==> src/rtl/sdram_arb_pkg.sv <==
// Shared types and defaults for the two-master SDRAM Avalon-MM arbiter.
package sdram_arb_pkg;

    localparam int ADDR_W_DEF  = 24;
    localparam int DATA_W_DEF  = 16;
    localparam int MASTER_ID_W = 1;

    typedef enum logic [1:0] {
        ST_IDLE = 2'd0,
        ST_OWN0 = 2'd1,
        ST_OWN1 = 2'd2
    } arb_state_e;

endpackage

==> src/rtl/sdram_arb_tag_fifo.sv <==
// Synchronous owner-tag FIFO; a push into a full FIFO is honoured when a pop happens in the same cycle.
module sdram_arb_tag_fifo #(
    parameter int DEPTH = 8,
    parameter int WIDTH = 1
) (
    input  logic             clk_i,
    input  logic             rst_ni,
    input  logic             push_i,
    input  logic [WIDTH-1:0] din_i,
    input  logic             pop_i,
    output logic             full_o,
    output logic             empty_o,
    output logic [WIDTH-1:0] dout_o
);

    localparam int PTR_W = $clog2(DEPTH);

    logic [WIDTH-1:0] mem_q [DEPTH];
    logic [PTR_W-1:0] wr_ptr_q, rd_ptr_q;
    logic [PTR_W:0]   count_q;
    logic             do_push, do_pop;

    assign full_o  = (count_q == (PTR_W + 1)'(DEPTH));
    assign empty_o = (count_q == '0);
    assign dout_o  = mem_q[rd_ptr_q];
    assign do_pop  = pop_i & ~empty_o;
    assign do_push = push_i & (~full_o | do_pop);

    always_ff @(posedge clk_i) begin
        if (do_push) mem_q[wr_ptr_q] <= din_i;
    end

    // Pointers wrap naturally because DEPTH is a power of two.
    always_ff @(posedge clk_i or negedge rst_ni) begin
        if (!rst_ni) begin
            wr_ptr_q <= '0;
            rd_ptr_q <= '0;
            count_q  <= '0;
        end else begin
            if (do_push) wr_ptr_q <= wr_ptr_q + 1'b1;
            if (do_pop)  rd_ptr_q <= rd_ptr_q + 1'b1;
            case ({do_push, do_pop})
                2'b10:   count_q <= count_q + 1'b1;
                2'b01:   count_q <= count_q - 1'b1;
                default: count_q <= count_q;
            endcase
        end
    end

endmodule

==> src/rtl/sdram_avalon_arbiter.sv <==
// Round-robin, bounded-hold arbiter sharing one SDRAM controller slave between two Avalon-MM masters.
module sdram_avalon_arbiter
    import sdram_arb_pkg::*;
#(
    parameter int ADDR_W   = ADDR_W_DEF,
    parameter int DATA_W   = DATA_W_DEF,
    parameter int MAX_HOLD = 16,
    parameter int RD_DEPTH = 8
) (
    input  logic                clk_clk,
    input  logic                reset_reset_n,
    input  logic [ADDR_W-1:0]   m0_address,
    input  logic                m0_read,
    input  logic                m0_write,
    input  logic [DATA_W-1:0]   m0_writedata,
    input  logic [DATA_W/8-1:0] m0_byteenable,
    output logic                m0_waitrequest,
    output logic [DATA_W-1:0]   m0_readdata,
    output logic                m0_readdatavalid,
    input  logic [ADDR_W-1:0]   m1_address,
    input  logic                m1_read,
    input  logic                m1_write,
    input  logic [DATA_W-1:0]   m1_writedata,
    input  logic [DATA_W/8-1:0] m1_byteenable,
    output logic                m1_waitrequest,
    output logic [DATA_W-1:0]   m1_readdata,
    output logic                m1_readdatavalid,
    output logic [ADDR_W-1:0]   s_address,
    output logic                s_read,
    output logic                s_write,
    output logic [DATA_W-1:0]   s_writedata,
    output logic [DATA_W/8-1:0] s_byteenable,
    input  logic                s_waitrequest,
    input  logic [DATA_W-1:0]   s_readdata,
    input  logic                s_readdatavalid,
    output logic                err_orphan,
    output logic [1:0]          dbg_state_o
);

    // Handshake: a command transfers in any cycle where mN_read|mN_write is high
    // and mN_waitrequest is low; the master holds the command stable until then.

    arb_state_e state_q, state_d;
    logic       last_q, last_d;
    logic [7:0] hold_q, hold_d;
    logic [8:0] hold_inc;
    logic       err_orphan_q;

    logic req0, req1, granted, owner;
    logic sel_read, sel_write, sel_req, rd_cmd, rd_block, accept, hold_full;
    logic fifo_full, fifo_empty;
    logic [MASTER_ID_W-1:0] fifo_dout;

    assign req0      = m0_read | m0_write;
    assign req1      = m1_read | m1_write;
    assign granted   = (state_q != ST_IDLE);
    assign owner     = (state_q == ST_OWN1);
    assign sel_read  = owner ? m1_read  : m0_read;
    assign sel_write = owner ? m1_write : m0_write;
    assign sel_req   = sel_read | sel_write;
    assign rd_cmd    = sel_read & ~sel_write;

    // A return in the same cycle frees a slot, so a full FIFO only blocks reads without one.
    assign rd_block  = fifo_full & ~s_readdatavalid;
    assign accept    = granted & sel_req & ~s_waitrequest & ~(rd_cmd & rd_block);

    assign s_address    = granted ? (owner ? m1_address    : m0_address)    : '0;
    assign s_writedata  = granted ? (owner ? m1_writedata  : m0_writedata)  : '0;
    assign s_byteenable = granted ? (owner ? m1_byteenable : m0_byteenable) : '0;
    assign s_write      = granted & sel_write;
    assign s_read       = granted & rd_cmd & ~rd_block;

    assign m0_waitrequest = ~((state_q == ST_OWN0) & accept);
    assign m1_waitrequest = ~((state_q == ST_OWN1) & accept);

    assign m0_readdata      = s_readdata;
    assign m1_readdata      = s_readdata;
    assign m0_readdatavalid = s_readdatavalid & ~fifo_empty & ~fifo_dout[0];
    assign m1_readdatavalid = s_readdatavalid & ~fifo_empty &  fifo_dout[0];

    assign err_orphan  = err_orphan_q;
    assign dbg_state_o = state_q;

    // Counting the accept in flight makes the grant rotate right after the MAX_HOLD-th accept.
    assign hold_inc  = {1'b0, hold_q} + {8'd0, accept};
    assign hold_full = (hold_inc >= 9'(MAX_HOLD));

    sdram_arb_tag_fifo #(
        .DEPTH(RD_DEPTH),
        .WIDTH(MASTER_ID_W)
    ) u_tag_fifo (
        .clk_i   (clk_clk),
        .rst_ni  (reset_reset_n),
        .push_i  (accept & rd_cmd),
        .din_i   (owner),
        .pop_i   (s_readdatavalid),
        .full_o  (fifo_full),
        .empty_o (fifo_empty),
        .dout_o  (fifo_dout)
    );

    always_comb begin
        state_d = state_q;
        last_d  = last_q;
        case (state_q)
            ST_IDLE: begin
                if (req0 && req1)  state_d = last_q ? ST_OWN0 : ST_OWN1;
                else if (req0)     state_d = ST_OWN0;
                else if (req1)     state_d = ST_OWN1;
            end
            ST_OWN0: begin
                if (!req0 || (req1 && hold_full)) begin
                    last_d  = 1'b0;
                    state_d = req1 ? ST_OWN1 : ST_IDLE;
                end
            end
            ST_OWN1: begin
                if (!req1 || (req0 && hold_full)) begin
                    last_d  = 1'b1;
                    state_d = req0 ? ST_OWN0 : ST_IDLE;
                end
            end
            default: state_d = ST_IDLE;
        endcase

        hold_d = hold_q;
        if (state_d != state_q)                  hold_d = '0;
        else if (accept && hold_q != 8'(MAX_HOLD)) hold_d = hold_q + 8'd1;
    end

    always_ff @(posedge clk_clk or negedge reset_reset_n) begin
        if (!reset_reset_n) begin
            state_q      <= ST_IDLE;
            last_q       <= 1'b1;
            hold_q       <= '0;
            err_orphan_q <= 1'b0;
        end else begin
            state_q <= state_d;
            last_q  <= last_d;
            hold_q  <= hold_d;
            if (s_readdatavalid && fifo_empty) err_orphan_q <= 1'b1;
        end
    end

endmodule

==> config.mk <==
export PLATFORM = sky130hd
export DESIGN_NAME = sdram_avalon_arbiter
export DESIGN_NICKNAME = d
export VERILOG_FILES = /design/src/rtl/sdram_arb_pkg.sv /design/src/rtl/sdram_arb_tag_fifo.sv /design/src/rtl/sdram_avalon_arbiter.sv
export SDC_FILE = /design/constraint.sdc
export NUM_CORES = 1
export LEC_CHECK = 0
export BUFFER_PORTS_ARGS = -buffer_cell sky130_fd_sc_hd__buf_4
export CAP_MARGIN = 40
export CORE_ASPECT_RATIO = 1.25
export CORE_UTILIZATION = 46
export CTS_CLUSTER_DIAMETER = 40
export DETAILED_ROUTE_END_ITERATION = 16
export PLACE_DENSITY = 0.84
export SYNTH_ARGS = -nofsm -noshare
export SYNTH_HDL_FRONTEND = slang
export SYNTH_SLANG_ARGS = --single-unit
==> constraint.sdc <==
create_clock -name clk_clk -period 5.9 [get_ports clk_clk]
set_clock_uncertainty 0.15 [all_clocks]
set_input_delay 0.295 -clock clk_clk [delete_from_list [all_inputs] [get_ports clk_clk]]
set_output_delay 0.295 -clock clk_clk [all_outputs]
set_load 0.05 [all_outputs]
Word level (Yosys, flattened, before mapping)
Memories as Yosys holds them, arrays and structs flattened.
Cells that the tools add are included.

word-level totals
  register bits = 22
  latch bits = 0
  memory bits (writable) = 8
  memory bits (read-only) = 0
  input bits = 108
  memories = 1

cells by class
  add/subtract/negate cells = 6
  multipliers = 0
  divide/modulo/power cells = 0
  magnitude comparators = 1
  eq/ne operators = 9
  shifts and indexed selects = 0
  mux-type cells = 25
  bitwise gates (word level) = 30
  reductions and logical operators = 16

memories
  memory            depth  bits a word  rd ports  clocked after memory_dff  write ports  line                      source
  u_tag_fifo.mem_q  8      1            1         0                         1            sdram_arb_tag_fifo.sv:18  logic [WIDTH-1:0] mem_q [DEPTH];

operator list
  operator                                                           number
  two-way mux 24 bit                                                 2
  two-way mux 16 bit                                                 2
  two-way mux 2 bit                                                  9
  bitwise AND 1 bit                                                  16
  two-way mux 8 bit                                                  2
  inverter 1 bit                                                     10
  adder 8 x 1 -> 9 bit                                               1
  greater-or-equal comparator 9 x 5 -> 1 bit, second input constant  1
  adder 8 x 1 -> 8 bit, second input constant                        1
  inequality test 8 x 5 -> 1 bit, second input constant              1
  one-hot mux 4 bit (2 select lines)                                 1
  nonzero test 2 bit                                                 4
  two-way mux 1 bit                                                  7
  adder 3 x 1 -> 3 bit, second input constant                        2
  one-hot mux 2 bit (3 select lines)                                 1
  logical AND 1 bit                                                  5
  adder 4 x 1 -> 4 bit, second input constant                        1
  == test 2 x 1 -> 1 bit, second input constant                      2
  == test 2 bit, second input constant                               2
  == test 4 bit, second input constant                               1
  zero test 4 bit                                                    1
  inequality test 2 x 1 -> 1 bit, second input constant              2
  OR 1 bit                                                           4
  subtractor 4 x 1 -> 4 bit, second input constant                   1
  other kinds (6)                                                    8

Logic depth before layout (Yosys ltp)
Gate-level depths: netlist (run 1).

  depth after elaboration = 15
  gate-level depth with buffers = 15

Modules after synthesis
From an unflattened synthesis (run 1), not the netlist that was laid out.

second synthesis, totals
  cells, all modules = 328
  area, all modules = 2922.8 µm²

modules (own cells, without submodules)
  module                instances  cells each  area each (µm²)  seq. area each (µm²)
  sdram_avalon_arbiter  1          248         1943.1           301.5
  sdram_arb_tag_fifo    1          80          979.7            490.5

Worst setup path after synthesis (run 1)
OpenSTA, ideal clock, no wires.

  path type = reg2reg
  start point = register state_q[0] (netlist: dbg_state_o[0])
  end point = register u_tag_fifo.count_q[3]
  setup time = 0.124 ns
  data arrival time = 4.044 ns
  slack = 1.582 ns
  cell stages (with the launch flop) = 16
  period minus slack after synthesis = 4.318 ns
  path through = dfrtp_1 -> inv_1 -> ha_1 -> buf_6 -> or3b_4 -> a211oi_2 -> and3b_1 -> buf_2 -> inv_1 -> ha_1 -> ha_1 -> a21o_1 -> a21oi_1 -> xnor2_1 -> nor2_1 -> xnor2_1

on the way
  longest elaborated chain between the ends = 11
  elaborated cells between the ends (all ways) = 18

RTL lines
  item                                                                      line                         source
  start: declaration                                                        sdram_avalon_arbiter.sv:43   arb_state_e state_q, state_d;
  start signal: assignment                                                  sdram_avalon_arbiter.sv:138  state_q <= state_d;
  == test 2 bit                                                             sdram_avalon_arbiter.sv:57   assign owner = (state_q == ST_OWN1);
  two-way mux 1 bit                                                         sdram_avalon_arbiter.sv:59   assign sel_write = owner ? m1_write : m0_write;
  inverter 1 bit                                                            sdram_avalon_arbiter.sv:61   assign rd_cmd = sel_read & ~sel_write;
  bitwise AND 1 bit                                                         sdram_avalon_arbiter.sv:61
  bitwise AND 1 bit                                                         sdram_avalon_arbiter.sv:65   assign accept = granted & sel_req & ~s_waitrequest & ~(rd_cmd & rd_block);
  inverter 1 bit                                                            sdram_avalon_arbiter.sv:65
  bitwise AND 1 bit                                                         sdram_avalon_arbiter.sv:65
  bitwise AND 1 bit *                                                       sdram_avalon_arbiter.sv:94   .push_i (accept & rd_cmd),
  bitwise AND 1 bit *                                                       sdram_arb_tag_fifo.sv:27     assign do_push = push_i & (~full_o | do_pop);
  == test 2 x 1 -> 1 bit or == test 2 bit (tied branches)                   sdram_arb_tag_fifo.sv:42     case ({do_push, do_pop})
  one-hot mux 4 bit (2 select lines) or nonzero test 2 bit (tied branches)  n/a
  end signal: assignment                                                    sdram_arb_tag_fifo.sv:43     2'b10: count_q <= count_q + 1'b1;
  end signal: assignment                                                    sdram_arb_tag_fifo.sv:44     2'b01: count_q <= count_q - 1'b1;
  end signal: assignment                                                    sdram_arb_tag_fifo.sv:45     default: count_q <= count_q;
  end: declaration                                                          sdram_arb_tag_fifo.sv:20     logic [PTR_W:0] count_q;

Mark *: on every way between the ends. The rest lies on a longest branch, timed or not.
A chain may end at the register's enable or synchronous reset.

Worst setup path in the final report (run 1)
  start point = register state_q[0] (netlist: dbg_state_o[0])
  end point = register hold_q[5]

on the way
  longest elaborated chain between the ends = 15
  elaborated cells between the ends (all ways) = 30

RTL lines
  item                                                     line                                                      source
  == test 2 bit                                            sdram_avalon_arbiter.sv:57, sdram_avalon_arbiter.sv:105
  two-way mux 1 bit                                        sdram_avalon_arbiter.sv:59
  inverter 1 bit                                           sdram_avalon_arbiter.sv:61
  bitwise AND 1 bit                                        sdram_avalon_arbiter.sv:61
  bitwise AND 1 bit                                        sdram_avalon_arbiter.sv:65
  inverter 1 bit                                           sdram_avalon_arbiter.sv:65
  bitwise AND 1 bit                                        sdram_avalon_arbiter.sv:65
  adder 8 x 1 -> 9 bit                                     sdram_avalon_arbiter.sv:85                                assign hold_inc = {1'b0, hold_q} + {8'd0, accept};
  greater-or-equal comparator 9 x 5 -> 1 bit               sdram_avalon_arbiter.sv:86                                assign hold_full = (hold_inc >= 9'(MAX_HOLD));
  logical AND 1 bit (on tied branches)                     sdram_avalon_arbiter.sv:118, sdram_avalon_arbiter.sv:112
  logical OR 1 bit (on tied branches)                      sdram_avalon_arbiter.sv:118, sdram_avalon_arbiter.sv:112
  two-way mux 2 bit (on tied branches)                     sdram_avalon_arbiter.sv:118, sdram_avalon_arbiter.sv:112
  one-hot mux 2 bit (3 select lines)                       sdram_avalon_arbiter.sv:105                               case (state_q)
  inequality test 2 bit                                    sdram_avalon_arbiter.sv:127                               if (state_d != state_q) hold_d = '0;
  two-way mux 8 bit or nonzero test 2 bit (tied branches)  n/a
  end signal: assignment                                   sdram_avalon_arbiter.sv:140                               hold_q <= hold_d;
  end: declaration                                         sdram_avalon_arbiter.sv:45                                logic [7:0] hold_q, hold_d;

Several ways; a longest one is shown, not always the timed one.

==> results of run 1 <==
[sequential cells by signal, indices dropped and copies added, names as in the netlist]
| name | count |
|---|---|
| err_orphan | 1 |
| u_tag_fifo.rd_ptr_q | 3 |
| last_q | 1 |
| u_tag_fifo.mem_q | 8 |
| hold_q | 8 |
| u_tag_fifo.count_q | 4 |
| dbg_state_o | 2 |
| u_tag_fifo.wr_ptr_q | 3 |
[cells in the mapped netlist (5+ instances only)]
master and number:
o21ai_0 7, dfrtp_1 21, ha_1 13, xnor2_1 12
nor3_1 11, nand2_1 15, buf_4 32, nor2_1 56
edfxtp_1 8, mux2i_1 46, clkbuf_1 6, inv_1 14
buf_1 5
[power groups by stage]
stage,Sequential [µW],Clock [µW],Combinational (µW)
4_1_cts,338,161,1600
5_1_grt,348,170,1700
3_3_place_gp,339,0,1580
3_5_place_dp,341,0,1600
6_report,338,160,1600
2_1_floorplan,352,0,1210
[layout make-up]
class                   instances  area share
clock buffers                   6      0.0194
clock inverters                 2     0.00235
inverters                      14      0.0141
multi-input cells             223       0.440
flip-flops and latches         30       0.212
well taps                      66      0.0221
repair buffers                144       0.290
[worst max-delay path by stage]
stage | start | to | slack [ns] | cells after the start
finish | dbg_state_o[0]$_DFF_PN0_ | hold_q[5]$_DFFE_PN0P_ | 1.80 | 13
global route | dbg_state_o[0]$_DFF_PN0_ | hold_q[2]$_DFFE_PN0P_ | 1.49 | 13
CTS | dbg_state_o[0]$_DFF_PN0_ | hold_q[5]$_DFFE_PN0P_ | 1.79 | 13
detailed placement | dbg_state_o[0]$_DFF_PN0_ | hold_q[5]$_DFFE_PN0P_ | 1.81 | 13
global placement | dbg_state_o[0]$_DFF_PN0_ | hold_q[2]$_DFFE_PN0P_ | 1.94 | 13
floorplan | dbg_state_o[0]$_DFF_PN0_ | u_tag_fifo.count_q[3]$_DFFE_PN0P_ | 1.58 | 15
[logic make-up after synthesis]
family,share of synthesized area
mux,0.186
flops,0.284
compound gates,0.0998
xor+xnor,0.0472
simple gates,0.190
fa+ha+maj,0.0656
buf+inv,0.128
[metal layers]
metal	vias up	share of wire
li1	1259	-
met3	18	0.12
met4	0	0.022
met1	1193	0.38
met5	-	0
met2	123	0.47
[critical path: cells and delay by family, from the launching register on]
| family | cells | cell delay, ns |
|---|---|---|
| compound gates | 5 | 1.61 |
| buf+inv | 1 | 0.14 |
| simple gates | 4 | 0.87 |
| flops | 1 | 0.49 |
| fa+ha+maj | 3 | 0.69 |
[timing repair]
item	in CTS	in global routing
endpoints found under the hold margin	21	0
gates resized for setup	0	0
hold buffers	1	0
[through the flow]
stage / power, µW / setup slack, ns / hold slack [ns] / utilization
2_1_floorplan: 1560 / 1.58 / -0.151 / -
3_3_place_gp: 1920 / 1.94 / 0.0504 / 0.626
5_1_grt: 2220 / 1.49 / 0.117 / 0.642
6_report: 2100 / 1.80 / 0.121 / 0.642
4_1_cts: 2100 / 1.79 / 0.120 / 0.642
3_5_place_dp: 1940 / 1.81 / 0.0544 / 0.626
==> run metrics, run 1 <==
run status finished clean; final net count 540; register area about 800 µm²; slowest CP cell dfrtp_1; worst flop-to-flop path endpoint hold_q[5]$_DFFE_PN0P_; Least-Margin Pin Slew 0.874 ns; synth top area cells dfrtp_1 19%, mux2i_1 17%, buf_4 8.6%, edfxtp_1 8.6%, nor2_1 7.6%; Pre-antenna DRT Iters 6; GP Congestion 0.923; ys async rst share 0.733; Finished Layout Cells 485; Switch Pwr 1210 µW; Yosys top cell area share 0.189; worst vdd ir 0.358 mV; Tcrit/Tclk final 0.695; Synth Cell Area 0.00278 mm²; r2r setup slk roughly 1.8 ns; share of layout cells above drive strength 1 0.403; routing usage on met1 0.289; Synth Register Bits 30; number of H-tree levels 2; total negative slack 0 ns; area occupied by multi-input gates 0.00164 mm²; Worst setup SP type flop; fill cell count 508; GR Layer Usage met2 0.410; worst hold start s_readdatavalid; crit-path cells inv_1, ha_2, or3b_4, a2111oi_4, nor2_2, ha_1, ha_1, and3_1, a31oi_1, o22ai_1, o31ai_2, o2bb2ai_2, nor3_1; largest area contributor in the netlist dfrtp_1; slowest stage delay, CP 0.49 ns; clock transition at the registers of the reported paths about 0.070 ns; Relative slew margins 0.418; Port Buffers 142; dpl hpwl 6.64 mm; Ant. Diodes 0; CP endpoint kind flop; via total after detailed routing approximately 2,600; Setup CP Type reg2reg; CTS tree yes; Routed Antenna Nets 0; sequential area share after synthesis 0.284; GR Overflow Total 0; clock share of power 0.076; commonest non-fill, non-tap cell in the layout buf_4; Worst-Skew Late Latency 0.29 ns; total CTS buffers 5; grt met3 use 0.114; Area growth syn-to-layout 34.1%; fin area around 0.0037 mm²; Warnings, synthesis 0; Starting Density 0.478; Max-Cap Viols 0; Iter 0 DRT Violations 75; Pins Over Slew Limit 0; FF-to-FF path depth 13; worst path arrival time 4.10 ns; Root Driver clkbuf_8; initial antenna violation count 0; critical path peak fanout 8; PD cells 561 mW/mm²; Sw Ratio 0.577; core footprint 0.00582 mm²; Hold Crit Endpoint err_orphan$_DFFE_PN0P_; die height 89.0 µm; Yosys cell types 57; most frequent cells in the layout 143 x buf_4, 56 x nor2_1, 46 x mux2i_1, 21 x dfrtp_1, 15 x nand2_1; Routed WL per cell 17.0 µm; R2R Path Start dbg_state_o[0]$_DFF_PN0_; GRT Util Overall 0.250; leakage power 0.00182 µW; WHS Path Cells 2; busiest grt layer met2; worst min-delay path class in2reg; DIE AREA 0.00637 mm²; clk buf depth 2; RSZ-0062 raised after global routing false; most used cell, CP ha_1; worst endpoint required time 5.90 ns; CTS sink cnt 30; io pins 191; Residual DRC 0; dpl cells 476; syn avg cell area 8.89 µm²; cell row count 31; EDFF count, synth 8; Pint 886 µW; Setup Buffers After CTS 0; Combinational Power Share 0.763; first-pass GRT wire length 12.0 mm; Mapped Nets 435; Peak Freq ~0.24 GHz; Setup-failing EPs final 0; Top FF cell, synth dfrtp_1; post-layout min period 4.10 ns; vias per cell approximately 5.3; final WL 8.25 mm; Post-Syn Instances 313; DIE WIDTH between 70 and 80 µm; vias in the first global route 2,436; final hold vios 0; part of the power in registers 0.161; largest net degree at the start of global routing 55; placed inst area 0.00364 mm²
Note: power is estimated with default switching activity, not from simulation.
==> run 2, diff against run 1 <==
CORE_UTILIZATION = 42   (was 46)
PLACE_DENSITY = 0.77   (was 0.84)
clock period = 4.19 ns   (was 5.9 ns; I/O delays follow)
==> run metrics, run 2 (synthesis results as in run 1) <==
DIE AREA 0.00696 mm² (+9.3%); Tot Pwr 3040 µW (+45%); vias per cell 5.21 (-2.6%); crit-path cells inv_1, ha_2, or3b_4, a2111oi_4, nor2_2, ha_1, ha_1, a311oi_2, a31oi_2, o311a_1, o31ai_4, o2bb2ai_4, nor3_1; DIE WIDTH 74.8 µm (+4.5%); Ant. Diodes 0 (unchanged); Routed WL per cell 17.1 µm (+0.36%); Peak Freq 0.251 GHz (+2.9%); Relative slew margins 0.521 (+0.103); total CTS buffers 5 (unchanged); WHS Path Cells 2 (unchanged); largest net degree at the start of global routing 48 (-13%); fin area 0.00384 mm² (+2.9%); via total after detailed routing 2,646 (+2.0%); CTS tree yes; most used cell, CP ha_1; GR Overflow Total 0 (unchanged); Tcrit/Tclk final 0.951 (+0.256); RSZ-0062 raised after global routing false; register area 793 µm² (+0.16%); cell row count 32 (+3.2%); Root Driver clkbuf_8; core footprint 0.00629 mm² (+8.0%); FF-to-FF path depth 13 (unchanged); Setup-failing EPs final 0 (unchanged); pre-CTS setup slack 0.0784 ns (-1.73 ns); final WL 8.67 mm (+5.1%); clk buf depth 2 (unchanged); share of layout cells above drive strength 1 0.418 (+0.0151); critical path peak fanout 16 (+8); worst path arrival time 3.99 ns (-0.11 ns); dpl hpwl 6.75 mm (+1.6%); Pre-antenna DRT Iters 4 (-2); Starting Density 0.443 (-0.0356); GP Congestion 0.970 (+5.1%); clock transition at the registers of the reported paths 0.07 ns (about the same); CTS sink cnt 30 (unchanged); PD cells 793 mW/mm² (+41%); Worst setup SP type flop; Pins Over Slew Limit 0 (unchanged); initial antenna violation count 0 (unchanged); total negative slack 0 ns (unchanged); leakage power 0.00184 µW (+1.5%); GRT Util Overall 0.239 (-0.0104); Worst-Skew Late Latency 0.29 ns (about the same); final hold slack 0.0293 ns (-0.0919 ns); die height 93.0 µm (+4.6%); worst vdd ir 0.448 mV (+25%); Max-Cap Viols 0 (unchanged); worst setup margin 0.204 ns (-1.59 ns); Setup CP Type reg2reg; placed inst area 0.00368 mm² (+1.1%); Top Registers hold_q x8, u_tag_fifo.mem_q x8, u_tag_fifo.count_q x4; CP endpoint kind flop; Least-Margin Pin Slew 0.719 ns (-0.155 ns); post-layout min period 3.99 ns (-0.115 ns); number of H-tree levels 2 (unchanged); most frequent cells in the layout 147 x buf_4, 56 x nor2_1, 46 x mux2i_1, 20 x dfrtp_1, 15 x nand2_1; Area growth syn-to-layout 38.0%; slowest stage delay, CP 0.46 ns (-0.03 ns); io pins 191 (unchanged); final hold vios 0 (unchanged); Routed Antenna Nets 0 (unchanged); worst endpoint required time 4.20 ns (-1.70 ns); vias in the first global route 2,475 (+1.6%); final net count 544 (+0.74%); first-pass GRT wire length 12.4 mm (+3.2%); area occupied by multi-input gates 0.00169 mm² (+3.0%); worst min-delay path class in2reg; slowest CP cell or3b_4; Iter 0 DRT Violations 89 (+19%); Residual DRC 0 (unchanged); fill cell count 539 (+6.1%); run status finished clean; Port Buffers 142 (unchanged); commonest non-fill, non-tap cell in the layout buf_4
run 2: worst max-delay path, delay by kind of cell, from the launching register on:
kind,cells,cell delay (ns)
buf+inv,1,0.11
fa+ha+maj,3,0.74
compound gates,6,1.71
simple gates,3,0.71
flops,1,0.43
run 2: metal layers:
layer	track usage	routed length [µm]	vias to the layer above
met3	0.0808	934	17
met1	0.286	3400	1232
li1	-	-	1260
met5	0	0	-
met2	0.391	4170	137
met4	0.0881	174	0
run 2: power by group:
part	switching, µW	internal (µW)
registers	89.9	389
clock network	111	113
logic	1560	778
run 2: cell type report:
class                   instances  share of cell area
well taps                      85              0.0277
multi-input cells             223               0.440
clock inverters                 3             0.00423
flip-flops and latches         30               0.207
inverters                      14              0.0137
clock buffers                   5              0.0179
repair buffers                148               0.290
run 2: worst paths after layout:
kind / from / end / slack [ns]
worst max register to register: dbg_state_o[0]$_DFF_PN0_ / hold_q[5]$_DFFE_PN0P_ / 0.20
max in group asynchronous: reset_reset_n / last_q$_DFFE_PN1P_ / 3.40
min in group asynchronous: reset_reset_n / u_tag_fifo.count_q[2]$_DFFE_PN0P_ / 0.20
worst max-delay path: dbg_state_o[0]$_DFF_PN0_ / hold_q[5]$_DFFE_PN0P_ / 0.20
worst min-delay path: s_readdatavalid / err_orphan$_DFFE_PN0P_ / 0.03
worst min register to register: err_orphan$_DFFE_PN0P_ / err_orphan$_DFFE_PN0P_ / 0.31
run 2: stage by stage:
stage | cells | util
floorplan | 313 | -
global placement | 496 | 0.586
detailed placement | 496 | 0.586
CTS | 505 | 0.601
global route | 508 | 0.611
finish | 508 | 0.611
run 2: repair_timing:
action,in CTS,in global routing
resized for setup,0,5
hold buffers,1,0
hold endpoints to repair,22,0
setup endpoints to repair,0,8
setup buffers,0,3
==> run 3, diff against run 2 <==
RECOVER_POWER = 25   (was default)
==> run metrics, run 3 (synthesis results as in run 1) <==
largest net degree at the start of global routing 48 (unchanged); Worst setup SP type flop; Combinational Power Share 0.769 (about the same); number of H-tree levels 2 (unchanged); CP endpoint kind flop; worst min-delay path class in2reg; GP Congestion 0.970 (unchanged); Tcrit/Tclk final 0.951 (about the same); Area growth syn-to-layout 37.8% (about the same); dpl cells 496 (unchanged); Top Registers hold_q x8, u_tag_fifo.mem_q x8, u_tag_fifo.count_q x4; commonest non-fill, non-tap cell in the layout buf_4; most frequent cells in the layout 146 x buf_4, 56 x nor2_1, 46 x mux2i_1, 20 x dfrtp_1, 15 x nand2_1; vias per cell 5.21 (about the same); Ant. Diodes 0 (unchanged); worst path arrival time 3.99 ns (about the same); final hold vios 0 (unchanged); Relative slew margins 0.176 (-0.345); clk buf depth 2 (unchanged); Starting Density 0.443 (unchanged); Iter 0 DRT Violations 90 (+1.1%); DIE WIDTH 74.8 µm (unchanged); core footprint 0.00629 mm² (unchanged); initial antenna violation count 0 (unchanged); die height 93.0 µm (unchanged); FF-to-FF path depth 13 (unchanged); PD cells 793 mW/mm² (about the same); Worst-Skew Late Latency 0.29 ns (about the same); Finished Layout Cells 508 (unchanged); Residual DRC 0 (unchanged); Sw Ratio 0.579 (about the same); post-layout min period 3.98 ns (-0.00115 ns); Tot Pwr 3040 µW (about the same); worst vdd ir 0.448 mV (about the same); worst endpoint required time 4.20 ns (about the same); leakage power 0.00184 µW (-0.20%); CTS tree yes; Setup-failing EPs final 0 (unchanged); Switch Pwr 1760 µW (-0.12%); GRT Util Overall 0.239 (unchanged); part of the power in registers 0.157 (about the same); Least-Margin Pin Slew 1.24 ns (+0.518 ns); final WL 8.65 mm (-0.27%); Max-Cap Viols 0 (unchanged); Setup CP Type reg2reg; RSZ-0062 raised after global routing false; Port Buffers 142 (unchanged); Pint 1280 µW (about the same); total negative slack 0 ns (unchanged); fin area 0.00384 mm² (about the same); Routed Antenna Nets 0 (unchanged); vias in the first global route 2,475 (unchanged); fill cell count 539 (unchanged); final net count 544 (unchanged); Pins Over Slew Limit 0 (unchanged); DIE AREA 0.00696 mm² (unchanged); io pins 191 (unchanged); critical path peak fanout 16 (unchanged); placed inst area 0.00368 mm² (unchanged); dpl hpwl 6.75 mm (unchanged); clock transition at the registers of the reported paths 0.07 ns (about the same); CTS sink cnt 30 (unchanged); run status finished clean; first-pass GRT wire length 12.4 mm (unchanged); final hold slack 0.0290 ns (-0.000275 ns); clock share of power 0.074 (about the same); Peak Freq 0.251 GHz (about the same); via total after detailed routing 2,647 (+0.038%); Root Driver clkbuf_8; total CTS buffers 5 (unchanged); share of layout cells above drive strength 1 0.416 (-0.00236); Routed WL per cell 17.0 µm (-0.27%); Pre-antenna DRT Iters 4 (unchanged); GR Overflow Total 0 (unchanged); cell row count 32 (unchanged); WHS Path Cells 2 (unchanged)
[run 3: area by class of cell]
cell class	count	area, µm²	share of cell area
inverters	14	52.6	0.0137
multi-input cells	223	1690	0.440
flip-flops and latches	30	793	0.207
well taps	85	106	0.0277
clock inverters	3	16.3	0.00424
repair buffers	148	1110	0.289
clock buffers	5	68.8	0.0179
[run 3: through the flow]
stage / setup WS [ns] / utilization
finish: 0.205 / 0.610
global route: 0.0257 / 0.610
CTS: 0.0545 / 0.601
detailed placement: 0.0784 / 0.586
global placement: 0.262 / 0.586
floorplan: 0.151 / -
[run 3: worst max-delay path: stages, from the launching register on]
cell and delay (ns):
dfrtp_2 0.43, inv_1 0.11, ha_2 0.30, or3b_4 0.46, a2111oi_4 0.44, nor2_2 0.15, ha_1 0.23, ha_1 0.21
a311oi_2 0.28, a31oi_2 0.12, o311a_1 0.42, o31ai_4 0.24, o2bb2ai_4 0.21, nor3_1 0.10
[run 3: routing by layer]
| metal | part of all wire | track usage | up-vias |
|---|---|---|---|
| met5 | 0 | 0 | - |
| met4 | 0.021 | 0.0881 | 0 |
| met3 | 0.11 | 0.0808 | 19 |
| met2 | 0.48 | 0.391 | 137 |
| met1 | 0.39 | 0.286 | 1229 |
| li1 | - | - | 1262 |
[run 3: power by group through the flow]
stage / Clock [µW] / Combinational, µW / Sequential [µW]
2_1_floorplan: 0 / 1710 / 497
6_report: 225 / 2340 / 479
5_1_grt: 246 / 2470 / 491
3_5_place_dp: 0 / 2280 / 485
3_3_place_gp: 0 / 2260 / 480
4_1_cts: 230 / 2290 / 479
[run 3: final timing paths]
check                      slack, ns                      from                                 to
max reg2reg                     0.21  dbg_state_o[0]$_DFF_PN0_              hold_q[5]$_DFFE_PN0P_
min                             0.03           s_readdatavalid             err_orphan$_DFFE_PN0P_
max                             0.21  dbg_state_o[0]$_DFF_PN0_              hold_q[5]$_DFFE_PN0P_
min reg2reg                     0.31    err_orphan$_DFFE_PN0P_             err_orphan$_DFFE_PN0P_
min in group asynchronous       0.56             reset_reset_n  u_tag_fifo.count_q[2]$_DFFE_PN0P_
max in group asynchronous       2.50             reset_reset_n           dbg_state_o[0]$_DFF_PN0_
[run 3: repair_timing]
action	CTS	global route
hold buffers	1	0
setup buffers	0	3
resized for setup	0	5
endpoints found under the setup margin	0	8
hold endpoints to repair	22	0
